--- src/rtl/bus_pkg.sv ---
// Shared bus types and default widths for the bus master, slaves and bench.
// Exports: state_t, op_t, DEF_BUS_WIDTH, DEF_ADDR_WIDTH, TIMER_WIDTH.
package bus_pkg;

    localparam int DEF_BUS_WIDTH  = 8;
    localparam int DEF_ADDR_WIDTH = 8;
    localparam int TIMER_WIDTH    = 4;

    typedef enum logic [1:0] {
        IDLE,
        WAIT,
        ACK,
        RELEASE
    } state_t;

    typedef enum logic {
        OP_WRITE,
        OP_READ
    } op_t;

endpackage

--- src/rtl/bus_wait_timer.sv ---
// Loadable 4-bit down-counter with a zero flag; holds at zero.
// Ports: clock, reset_n, load, load_value, dec in; zero out.
module bus_wait_timer
    import bus_pkg::*;
(
    input  logic                   clock,
    input  logic                   reset_n,
    input  logic                   load,
    input  logic [TIMER_WIDTH-1:0] load_value,
    input  logic                   dec,
    output logic                   zero
);

    logic [TIMER_WIDTH-1:0] count;

    always_ff @(posedge clock or negedge reset_n) begin
        if (!reset_n) begin
            count <= '0;
        end else if (load) begin
            count <= load_value;
        end else if (dec && (count != '0)) begin
            count <= count - 1'b1;
        end
    end

    assign zero = (count == '0);

endmodule

--- src/rtl/bus_slave_mem.sv ---
// Bus slave: address-window decode, wait states, small register array.
// Ports: clock, reset_n, WB, RB, master_address, master_data in;
//        slave_data, Ack, err, busy out (all registered).
module bus_slave_mem
    import bus_pkg::*;
#(
    parameter int                    BUS_WIDTH   = DEF_BUS_WIDTH,
    parameter int                    ADDR_WIDTH  = DEF_ADDR_WIDTH,
    parameter logic [ADDR_WIDTH-1:0] BASE_ADDR   = ADDR_WIDTH'(8'h02),
    parameter int                    DEPTH       = 4,
    parameter int                    WAIT_CYCLES = 2
) (
    input  logic                  clock,
    input  logic                  reset_n,
    input  logic                  WB,
    input  logic                  RB,
    input  logic [ADDR_WIDTH-1:0] master_address,
    input  logic [BUS_WIDTH-1:0]  master_data,
    output logic [BUS_WIDTH-1:0]  slave_data,
    output logic                  Ack,
    output logic                  err,
    output logic                  busy
);

    localparam int OFF_W = $clog2(DEPTH);
    // One extra bit so a window ending at the top of the map cannot wrap.
    localparam logic [ADDR_WIDTH:0] LAST_ADDR =
        {1'b0, BASE_ADDR} + (ADDR_WIDTH+1)'(DEPTH - 1);

    state_t               state;
    op_t                  op;
    logic [OFF_W-1:0]     offset;
    logic [BUS_WIDTH-1:0] wdata;
    logic [BUS_WIDTH-1:0] mem [DEPTH];

    logic             hit;
    logic [OFF_W-1:0] req_off;
    logic             accept;
    logic             tmr_zero;

    assign hit = (master_address >= BASE_ADDR) &&
                 ({1'b0, master_address} <= LAST_ADDR);
    assign req_off = OFF_W'(master_address - BASE_ADDR);
    assign accept = (state == IDLE) && hit && (WB ^ RB);

    bus_wait_timer u_timer (
        .clock      (clock),
        .reset_n    (reset_n),
        .load       (accept),
        .load_value (TIMER_WIDTH'(WAIT_CYCLES)),
        .dec        (state == WAIT),
        .zero       (tmr_zero)
    );

    always_ff @(posedge clock or negedge reset_n) begin
        if (!reset_n) begin
            state      <= IDLE;
            op         <= OP_WRITE;
            offset     <= '0;
            wdata      <= '0;
            slave_data <= '0;
            Ack        <= 1'b0;
            err        <= 1'b0;
            busy       <= 1'b0;
            for (int i = 0; i < DEPTH; i++) begin
                mem[i] <= '0;
            end
        end else begin
            Ack <= 1'b0;
            err <= 1'b0;
            unique case (state)
                IDLE: begin
                    unique case (1'b1)
                        hit && WB && RB: begin
                            err   <= 1'b1;
                            busy  <= 1'b1;
                            state <= RELEASE;
                        end
                        accept: begin
                            op     <= WB ? OP_WRITE : OP_READ;
                            offset <= req_off;
                            wdata  <= master_data;
                            busy   <= 1'b1;
                            state  <= WAIT;
                        end
                        default: ;
                    endcase
                end
                WAIT: begin
                    if (tmr_zero) begin
                        Ack   <= 1'b1;
                        state <= ACK;
                        if (op == OP_WRITE) begin
                            mem[offset] <= wdata;
                        end else begin
                            slave_data <= mem[offset];
                        end
                    end
                end
                ACK: begin
                    state <= RELEASE;
                end
                RELEASE: begin
                    // Wait for the master to drop a held request.
                    if (!WB && !RB) begin
                        busy  <= 1'b0;
                        state <= IDLE;
                    end
                end
                default: begin
                    state <= IDLE;
                end
            endcase
        end
    end

endmodule

--- config.mk ---
export PLATFORM = sky130hd
export DESIGN_NAME = bus_slave_mem
export DESIGN_NICKNAME = d
export VERILOG_FILES = /design/src/rtl/bus_pkg.sv /design/src/rtl/bus_wait_timer.sv /design/src/rtl/bus_slave_mem.sv
export SDC_FILE = /design/constraint.sdc
export NUM_CORES = 1
export LEC_CHECK = 0
export ABC_AREA = 0
export CAP_MARGIN = 0
export CORE_ASPECT_RATIO = 1.2
export CORE_MARGIN = 2
export CORE_UTILIZATION = 40
export CTS_CLUSTER_SIZE = 20
export DETAILED_ROUTE_END_ITERATION = 12
export PLACE_DENSITY = 0.61
export SLEW_MARGIN = 40
export SYNTH_ARGS = -nofsm -noshare
export SYNTH_HDL_FRONTEND = slang
export SYNTH_SLANG_ARGS = --single-unit
--- constraint.sdc ---
create_clock -name clock -period 5.7 [get_ports clock]
set_input_delay 0.855 -clock clock [delete_from_list [all_inputs] [get_ports clock]]
set_output_delay 0.855 -clock clock [all_outputs]
set_load 0.01 [all_outputs]
After elaboration in Yosys (flattened, before gate mapping)
Index checks and enable logic that the tools add are counted.
{ "totals": {"output_inout_bits": 11, "reg_bits": 60, "in_bits": 20} }
{ "op_classes": {"order_cmp": 4, "n_reduce_logical": 21, "n_mux": 20, "n_addsub": 2, "bitwise_logic": 3, "n_eq_ne": 7} }
{ "ops": {"columns": ["operator", "n"], "rows": [
  ["$bwmux W32", 1],
  ["$mux W8", 3],
  ["$bmux W8 S2", 1],
  ["$demux W8 S2", 1],
  ["$reduce_and A3 Y1", 4],
  ["$ge A8 B2 Y1 const B", 1],
  ["$le A8 B3 Y1 const B", 1],
  ["$logic_and A1 B1 Y1", 8],
  ["$mux W4", 2],
  ["$pmux W2 S4", 1],
  ["$mux W1", 7],
  ["$ne A2 B2 Y1 const B", 3],
  ["$eq A2 B2 Y1 const B", 2],
  ["$logic_not A4 Y1", 1],
  ["$mux W2", 2],
  ["$pmux W2 S2", 1],
  ["$reduce_bool A2 Y1", 2],
  ["$reduce_bool A4 Y1", 1],
  ["$sub A4 B1 Y4 const B", 1],
  ["$ge A3 B3 Y1 const B", 1],
  ["$lt A3 B1 Y1 const B", 1],
  ["$ne A3 B2 Y1 const B", 1],
  ["$not A2 Y3", 1],
  ["$eq A2 B1 Y1 const B", 1],
  ["other kinds (8)", 9]
]} }

Longest topological paths before layout
Gate-level depths: netlist (run 1).
{ "depth": {"depth_word": 7, "mapped_depth": 7, "mapped_depth_nobuf": 6} }

By module
A second synthesis (run 1) with hierarchy kept.
{ "unflattened": {"cells_unflattened": 191, "hier_area_um2": 2803.9} }
{ "by_module_without_submodules": {"columns": ["mod", "n_inst", "cells_each", "area_each_um2", "seq_area_each_um2"], "rows": [
  ["bus_slave_mem", 1, 164, 2533.7, 1401.3],
  ["bus_wait_timer", 1, 27, 270.3, 100.1]
]} }

Worst setup path before layout (run 1)
No wires, ideal clock.
{ "synth_path": {"path_type": "input to register", "start": "input port master_address[4]", "end": "register offset[0]", "t_required_ps": 5575, "setup_time_ps": 125, "n_path_buf": 1, "arrival_ps": 2260, "slack_ps": 3316, "path_stages": 4, "cell_sequence": "or4_4 -> nor3_4 -> buf_4 -> mux2_2"} }
{ "synth_via": {"elab_chain_len": 5} }
{ "synth_lines": {"columns": ["element", "line_no", "text"], "rows": [
  ["start: declaration", "bus_slave_mem.sv:17", "input logic [ADDR_WIDTH-1:0] master_address,"],
  ["$ge A8 B2 Y1 / $le A8 B3 Y1 (equally long branches)", "bus_slave_mem.sv:41, bus_slave_mem.sv:42", null],
  ["$logic_and A1 B1 Y1 *", "bus_slave_mem.sv:41", "assign hit = (master_address >= BASE_ADDR) &&"],
  ["$logic_and A1 B1 Y1 * (2 in series)", "bus_slave_mem.sv:44", "assign accept = (state == IDLE) && hit && (WB ^ RB);"],
  ["$reduce_and A2 Y1 (no source line) *", null, null],
  ["end signal: assignment", "bus_slave_mem.sv:81", "offset <= req_off;"],
  ["end: declaration", "bus_slave_mem.sv:32", "logic [OFF_W-1:0] offset;"]
]} }
Mark *: on every way between the ends. The rest lies on a longest branch, timed or not.
A chain may end at the register's enable or synchronous reset.

Final worst setup path (run 1)
{ "layout_path": {"start": "input port master_address[4]", "end": "register wdata[5]"} }
{ "layout_via": {"elab_chain_len": 5} }
{ "layout_lines": {"columns": ["element", "line_no", "text"], "rows": [
  ["$ge A8 B2 Y1 / $le A8 B3 Y1 (equally long branches)", "bus_slave_mem.sv:41, bus_slave_mem.sv:42", null],
  ["$logic_and A1 B1 Y1 *", "bus_slave_mem.sv:41", null],
  ["$logic_and A1 B1 Y1 * (2 in series)", "bus_slave_mem.sv:44", null],
  ["$reduce_and A2 Y1 (no source line) *", null, null],
  ["end signal: assignment", "bus_slave_mem.sv:82", "wdata <= master_data;"],
  ["end: declaration", "bus_slave_mem.sv:33", "logic [BUS_WIDTH-1:0] wdata;"]
]} }
Marked as above.

==> impl_metrics.yaml, run 1 <==
critical_path:
  arrival_ns: 2.93
  crit_chain: "clkdlybuf4s50_1 > or4_4 > nor3_4 > mux2_2"
  end_kind: "flop"
  cpMaxStageDelayCell: "nor3_4"
  path_delay_family: "simple AND/OR/NAND/NOR gates"
  critical_path.startpoint_type: "input port"
  worstSetupPathType: "input port to flop"
  rrSetupSlack_ns: 3.11
  cp_num_buf_inv: 1
  critPathMaxStageDelay_ns: 0.66
  crit_required_ns: 5.91
  path_max_fanout: 16
floorplanning:
  coreArea_um2: 6450
  io_pins: 31
  die_y_um: 93.4
  die_w_um: 78.5
  start_util_pct: 41.3
  die_area_um2: 7330
  num_rows: 32
detailed_routing:
  avgViaCountPerCell: 5.17
  routed_wl_mm: 5.38
  dr_total_vias: 1582
  avgRoutedWirePerCell_um: 17.6
  first_pass_iters: 3
  drtIter0Drc: 41
  postRouteAntennaNets: 0
  drc_errors: 0
place:
  dpl.hpwl_mm: 3.73
  dp.cells: 290
  gp_congestion: 0.786
  preCtsSetupSlack_ns: 2.63
  placed_area_um2: 3050
  port_buffers: 30
timing:
  skew_ns: 0.00404
  tightest_slew_ns: 0.812
  hold_viol: 0
  clock.fmax_ghz: 0.368
  fin_crit_ns: 2.71
  fin_crit_sh_pct: 47.6
  drv_slew: 0
  rsz0062_at_grt: "false"
  fin_ws_ns: 2.99
  tns_ns: 0
  slew_headroom_pct: 45.4
  whs_ns: 0.505
  setup_viol_count_final: 0
synth:
  netlist_area_um2: 2670
  syn-num-nets: 204
  synth_cells: 178
  ys_types: 31
  postSynth.asyncResetShare_pct: 100
  ys_seq_elements: 60
  yosysTopAreaCell: "dfrtp_1"
  synthFlopType: "dfrtp_1"
  syn_area_per_cell_um2: 15.0
  synth_edf_count: 0
  netlist.area_leader.share_pct: 56.3
  seq_area_frac_synth_pct: 56.3
  synth_area_leaders: "dfrtp_1 (56%), mux2_2 (21%), mux4_2 (6.8%)"
  ys.warnings.count: 0
grt:
  grt_pass1_wl_mm: 9.00
  grt_overflow: 0
  grt_use_total_pct: 16.6
  grt_pass1_vias: 1781
  grt_max_degree: 61
  antenna_found_initial: 0
clock_network:
  clkTransAtPathRegs_ns: 0.06
  cts.path.max_buffers: 2
  clock-root-buffer: "clkbuf_8"
  cts_resized: 0
  post_cts_buffers: 0
  cts-htree-levels: 3
  insertion_delay_ns: 0.33
  clock_sink_count: 60
  cts_tree: "built"
  holdBufCountCts: 0
  cts-buffers-inserted: 9
finish:
  syn2layout_area_growth_pct: 23.3
  drive_gt1_share_pct: 38.5
  fill_cells: 541
  post-route-util_pct: 51.0
  final_common_cell: "dfrtp_1"
  multiInputGateArea_um2: 1100
  antennaDiodeCount: 0
  ff_latch_area_um2: 1500
  stdcell_area_um2: 3290
  mostFrequentLayoutCells: "dfrtp_1 (60), mux2_2 (50), clkdlybuf4s50_1 (29)"
  nets: 242
  instances_no_fill: 306
status:
  status: "completed"
pwr:
  peakVddDrop_uv: 230
  power_density_nw_per_um2: 361
  power_mw: 1.19
  p_leak_nw: 1.57
worst_hold_path:
  holdCritPathClass: "flop to flop"
run:
  maxCapViolCount: 0
==> layer usage <==
layer  GRT usage, %  share of wire (%)
met4           8.33                2.1
met5              0                  0
met2           28.8                 52
met1           19.2                 42
met3           3.76                3.2
==> path summary, 6_finish.rpt <==
path / from / depth (start not counted) / endpoint
hold / removal: slave_data[6]$_DFFE_PN0P_ / 1 / slave_data[6]$_DFFE_PN0P_
setup / recovery: master_address[4] / 4 / wdata[5]$_DFFE_PN0P_
setup reg to reg: state[1]$_DFFE_PN0P_ / 6 / mem[1]$_DFFE_PN0P_
min in group asynchronous: reset_n / 2 / slave_data[5]$_DFFE_PN0P_
max in group asynchronous: reset_n / 2 / slave_data[3]$_DFFE_PN0P_
hold reg to reg: slave_data[6]$_DFFE_PN0P_ / 1 / slave_data[6]$_DFFE_PN0P_
==> registers in the layout (all words and copies together) (netlist names) <==
signal / cells
Ack: 1
busy: 1
err: 1
mem: 32
offset: 2
op: 1
slave_data: 8
state: 2
u_timer.count: 4
wdata: 8
==> area by class of cell <==
type,instances,area share [%]
multi-input combinational,104,33.5
clock buffer,12,5.03
timing repair buffer,31,9.22
tap,85,3.24
sequential,60,45.7
clock inverter,4,2.13
inverter,10,1.14
==> worst register-to-register path, delay by kind of cell (launching register included) <==
kind	cells	cell delay (ns)
and+or+nand+nor	3	1.36
DFF	1	0.41
muxes	1	0.40
adders and majority gates	1	0.20
buffers and inverters	1	0.09
==> kinds of logic (layout without fill, tap and decap cells) <==
logic type	after synthesis	in the layout	share of synthesized area (%)
flip-flops	60	60	56.3
multiplexers	59	59	28.3
AND/OR/NAND/NOR	28	28	6.90
buffers and inverters	14	57	2.30
AO/OA/AOI/OAI	8	8	2.39
adder cells (fa/ha/maj)	6	6	2.82
XOR/XNOR	3	3	0.986
==> Yosys cell counts, drive strengths merged (3+ instances only) <==
| cell type | n |
|---|---|
| inv | 10 |
| ha | 6 |
| nand2 | 4 |
| buf | 3 |
| dfrtp | 60 |
| nor2 | 6 |
| nor3 | 3 |
| xnor2 | 3 |
| mux2 | 50 |
| mux4 | 8 |
| nand3b | 3 |
| a21oi | 3 |
==> report_power, final <==
part / total, mW / leakage [nW] / internal [mW] / switching (mW)
Combinational: 0.222 / 0.630 / 0.119 / 0.103
Sequential: 0.526 / 0.815 / 0.473 / 0.0524
Clock: 0.440 / 0.122 / 0.280 / 0.159
(Power assumes the default switching activity.)
==> run 2, diff against run 1 <==
- PLACE_DENSITY: 0.61 -> 0.64
- clock period: 5.7 -> 2.3 ns (I/O delays scaled with it)
==> impl_metrics.yaml, run 2 (synthesis results as in run 1) <==
status:
  status: "completed"
floorplanning:
  start_util_pct: 41.3
  num_rows: 32
  die_w_um: 78.5
  io_pins: 31
  die_area_um2: 7330
  coreArea_um2: 6450
  die_y_um: 93.4
clock_network:
  cts.path.max_buffers: 2
  cts_resized: 0
  holdBufCountCts: 0
  post_cts_buffers: 0
  cts-buffers-inserted: 9
  cts-htree-levels: 3
  insertion_delay_ns: 0.34
  clock-root-buffer: "clkbuf_8"
  clock_sink_count: 60
  clkTransAtPathRegs_ns: 0.07
  cts_tree: "built"
critical_path:
  path_max_fanout: 5
  critical_path.startpoint_type: "flop"
  end_kind: "flop"
  crit_path_frequent_cell: "buf_4"
  cpMaxStageDelayCell: "dfrtp_1"
  crit_chain: "inv_1 > ha_1 > nand2_1 > nor4_1 > buf_4 > and3_1 > buf_4 > mux2_2"
  worstSetupPathType: "flop to flop"
  arrival_ns: 2.24
  crit_required_ns: 2.52
  rrSetupSlack_ns: 0.28
  critPathMaxStageDelay_ns: 0.42
timing:
  hold_viol: 0
  tightest_slew_ns: 0.692
  slew_headroom_pct: 53.9
  fin_crit_ns: 2.02
  drv_slew: 0
  rsz0062_at_grt: "false"
  whs_ns: 0.00830
  fin_crit_sh_pct: 87.8
  setup_viol_count_final: 0
  tns_ns: 0
  clock.fmax_ghz: 0.495
  skew_ns: 0.00535
pwr:
  p_comb_share_pct: 18.5
  switchingPower_uw: 775
  peakVddDrop_uv: 538
  switching_share_pct: 26.3
  p_leak_nw: 1.60
  power_density_nw_per_um2: 879
  p_clk_share_pct: 37.4
  intPower_mw: 2.17
  seqPwrFrac_pct: 44.0
finish:
  reg.largest.list: "mem (32), slave_data (8), wdata (8)"
  fill_cells: 569
  nets: 248
  largest-register: "mem"
  final_common_cell: "dfrtp_1"
  largest_reg_flops: 32
  mostFrequentLayoutCells: "dfrtp_1 (60), mux2_2 (50), clkdlybuf4s50_1 (29)"
  antennaDiodeCount: 0
  drive_gt1_share_pct: 40.1
  syn2layout_area_growth_pct: 25.4
detailed_routing:
  dr_total_vias: 1576
  drtIter0Drc: 22
  avgViaCountPerCell: 5.05
  avgRoutedWirePerCell_um: 16.1
  routed_wl_mm: 5.03
  first_pass_iters: 3
  drc_errors: 0
  postRouteAntennaNets: 0
grt:
  grt_pass1_vias: 1637
  grt_use_total_pct: 15.6
  grt_pass1_wl_mm: 8.33
  grt_overflow: 0
  grt_max_degree: 28
  antenna_found_initial: 0
place:
  dpl.hpwl_mm: 3.32
  gp_congestion: 0.743
  port_buffers: 30
run:
  maxCapViolCount: 0
worst_hold_path:
  holdCritPathClass: "input port to asynchronous set/reset pin"
==> run 2: cell count changes in the layout (fill, tap and decap cells not counted) <==
cell,previous run,this run
buf_4,1,6
buf_12,0,1
==> run 2: path summary, 6_finish.rpt <==
kind | depth (start not counted) | endpoint | from
hold / removal | 1 | u_timer.count[0]$_DFFE_PN0P_ | reset_n
min in group clock | 1 | mem[6]$_DFFE_PN0P_ | mem[6]$_DFFE_PN0P_
setup / recovery | 8 | mem[3]$_DFFE_PN0P_ | state[1]$_DFFE_PN0P_
setup reg to reg | 8 | mem[3]$_DFFE_PN0P_ | state[1]$_DFFE_PN0P_
max in group asynchronous | 2 | mem[19]$_DFFE_PN0P_ | reset_n
hold reg to reg | 1 | mem[6]$_DFFE_PN0P_ | mem[6]$_DFFE_PN0P_
==> run 2: power by group through the flow <==
stage	logic (mW)	registers [mW]	clock network, mW
after floorplan	0.406	1.27	0
after global placement	0.536	1.31	0
after detailed placement	0.550	1.31	0
after CTS	0.556	1.29	1.12
after global routing	0.617	1.31	1.16
final	0.545	1.29	1.10
==> run 2: per-stage QoR <==
| step | total power [mW] | area (um^2) | setup slack (ns) | cells | utilization [%] |
|---|---|---|---|---|---|
| floorplan | 1.68 | 2670 | 0.222 | 178 | - |
| global placement | 1.84 | 3110 | 0.0722 | 296 | 48.2 |
| detailed placement | 1.86 | 3110 | 0.0490 | 296 | 48.2 |
| CTS | 2.97 | 3340 | 0.247 | 312 | 51.9 |
| global route | 3.09 | 3340 | 0.0866 | 312 | 51.9 |
| finish | 2.94 | 3340 | 0.282 | 312 | 51.9 |
==> run 2: area by class of cell <==
cell class | instances | area, um^2 | area share, %
multi-input cells | 104 | 1100 | 33.0
repair buffers | 37 | 360 | 10.8
inverters | 10 | 37.5 | 1.12
flip-flops and latches | 60 | 1500 | 44.9
clock inverters | 4 | 70.1 | 2.10
clock buffers | 12 | 165 | 4.94
well taps | 85 | 106 | 3.18
==> run 2: critical path: cells and delay by family, from the launching register on <==
kind | cells | cell delay (ns)
simple gates | 3 | 0.50
fa+ha+maj | 1 | 0.19
mux | 1 | 0.34
flops | 1 | 0.42
buf+inv | 3 | 0.44
==> run 2: routing by layer <==
| metal | vias to the layer above | GRT usage, % | routed length [um] |
|---|---|---|---|
| met4 | 0 | 9.65 | 143 |
| met1 | 800 | 19.1 | 2260 |
| li1 | 736 | - | - |
| met3 | 10 | 3.57 | 199 |
| met2 | 30 | 24.9 | 2430 |
| met5 | - | 0 | 0 |
==> run 3, diff against run 2 <==
- ABC_CLOCK_PERIOD_IN_PS: unset -> 2300
==> results of run 3 <==
No change in the layout: final DEF, timing and power equal those of run 2.
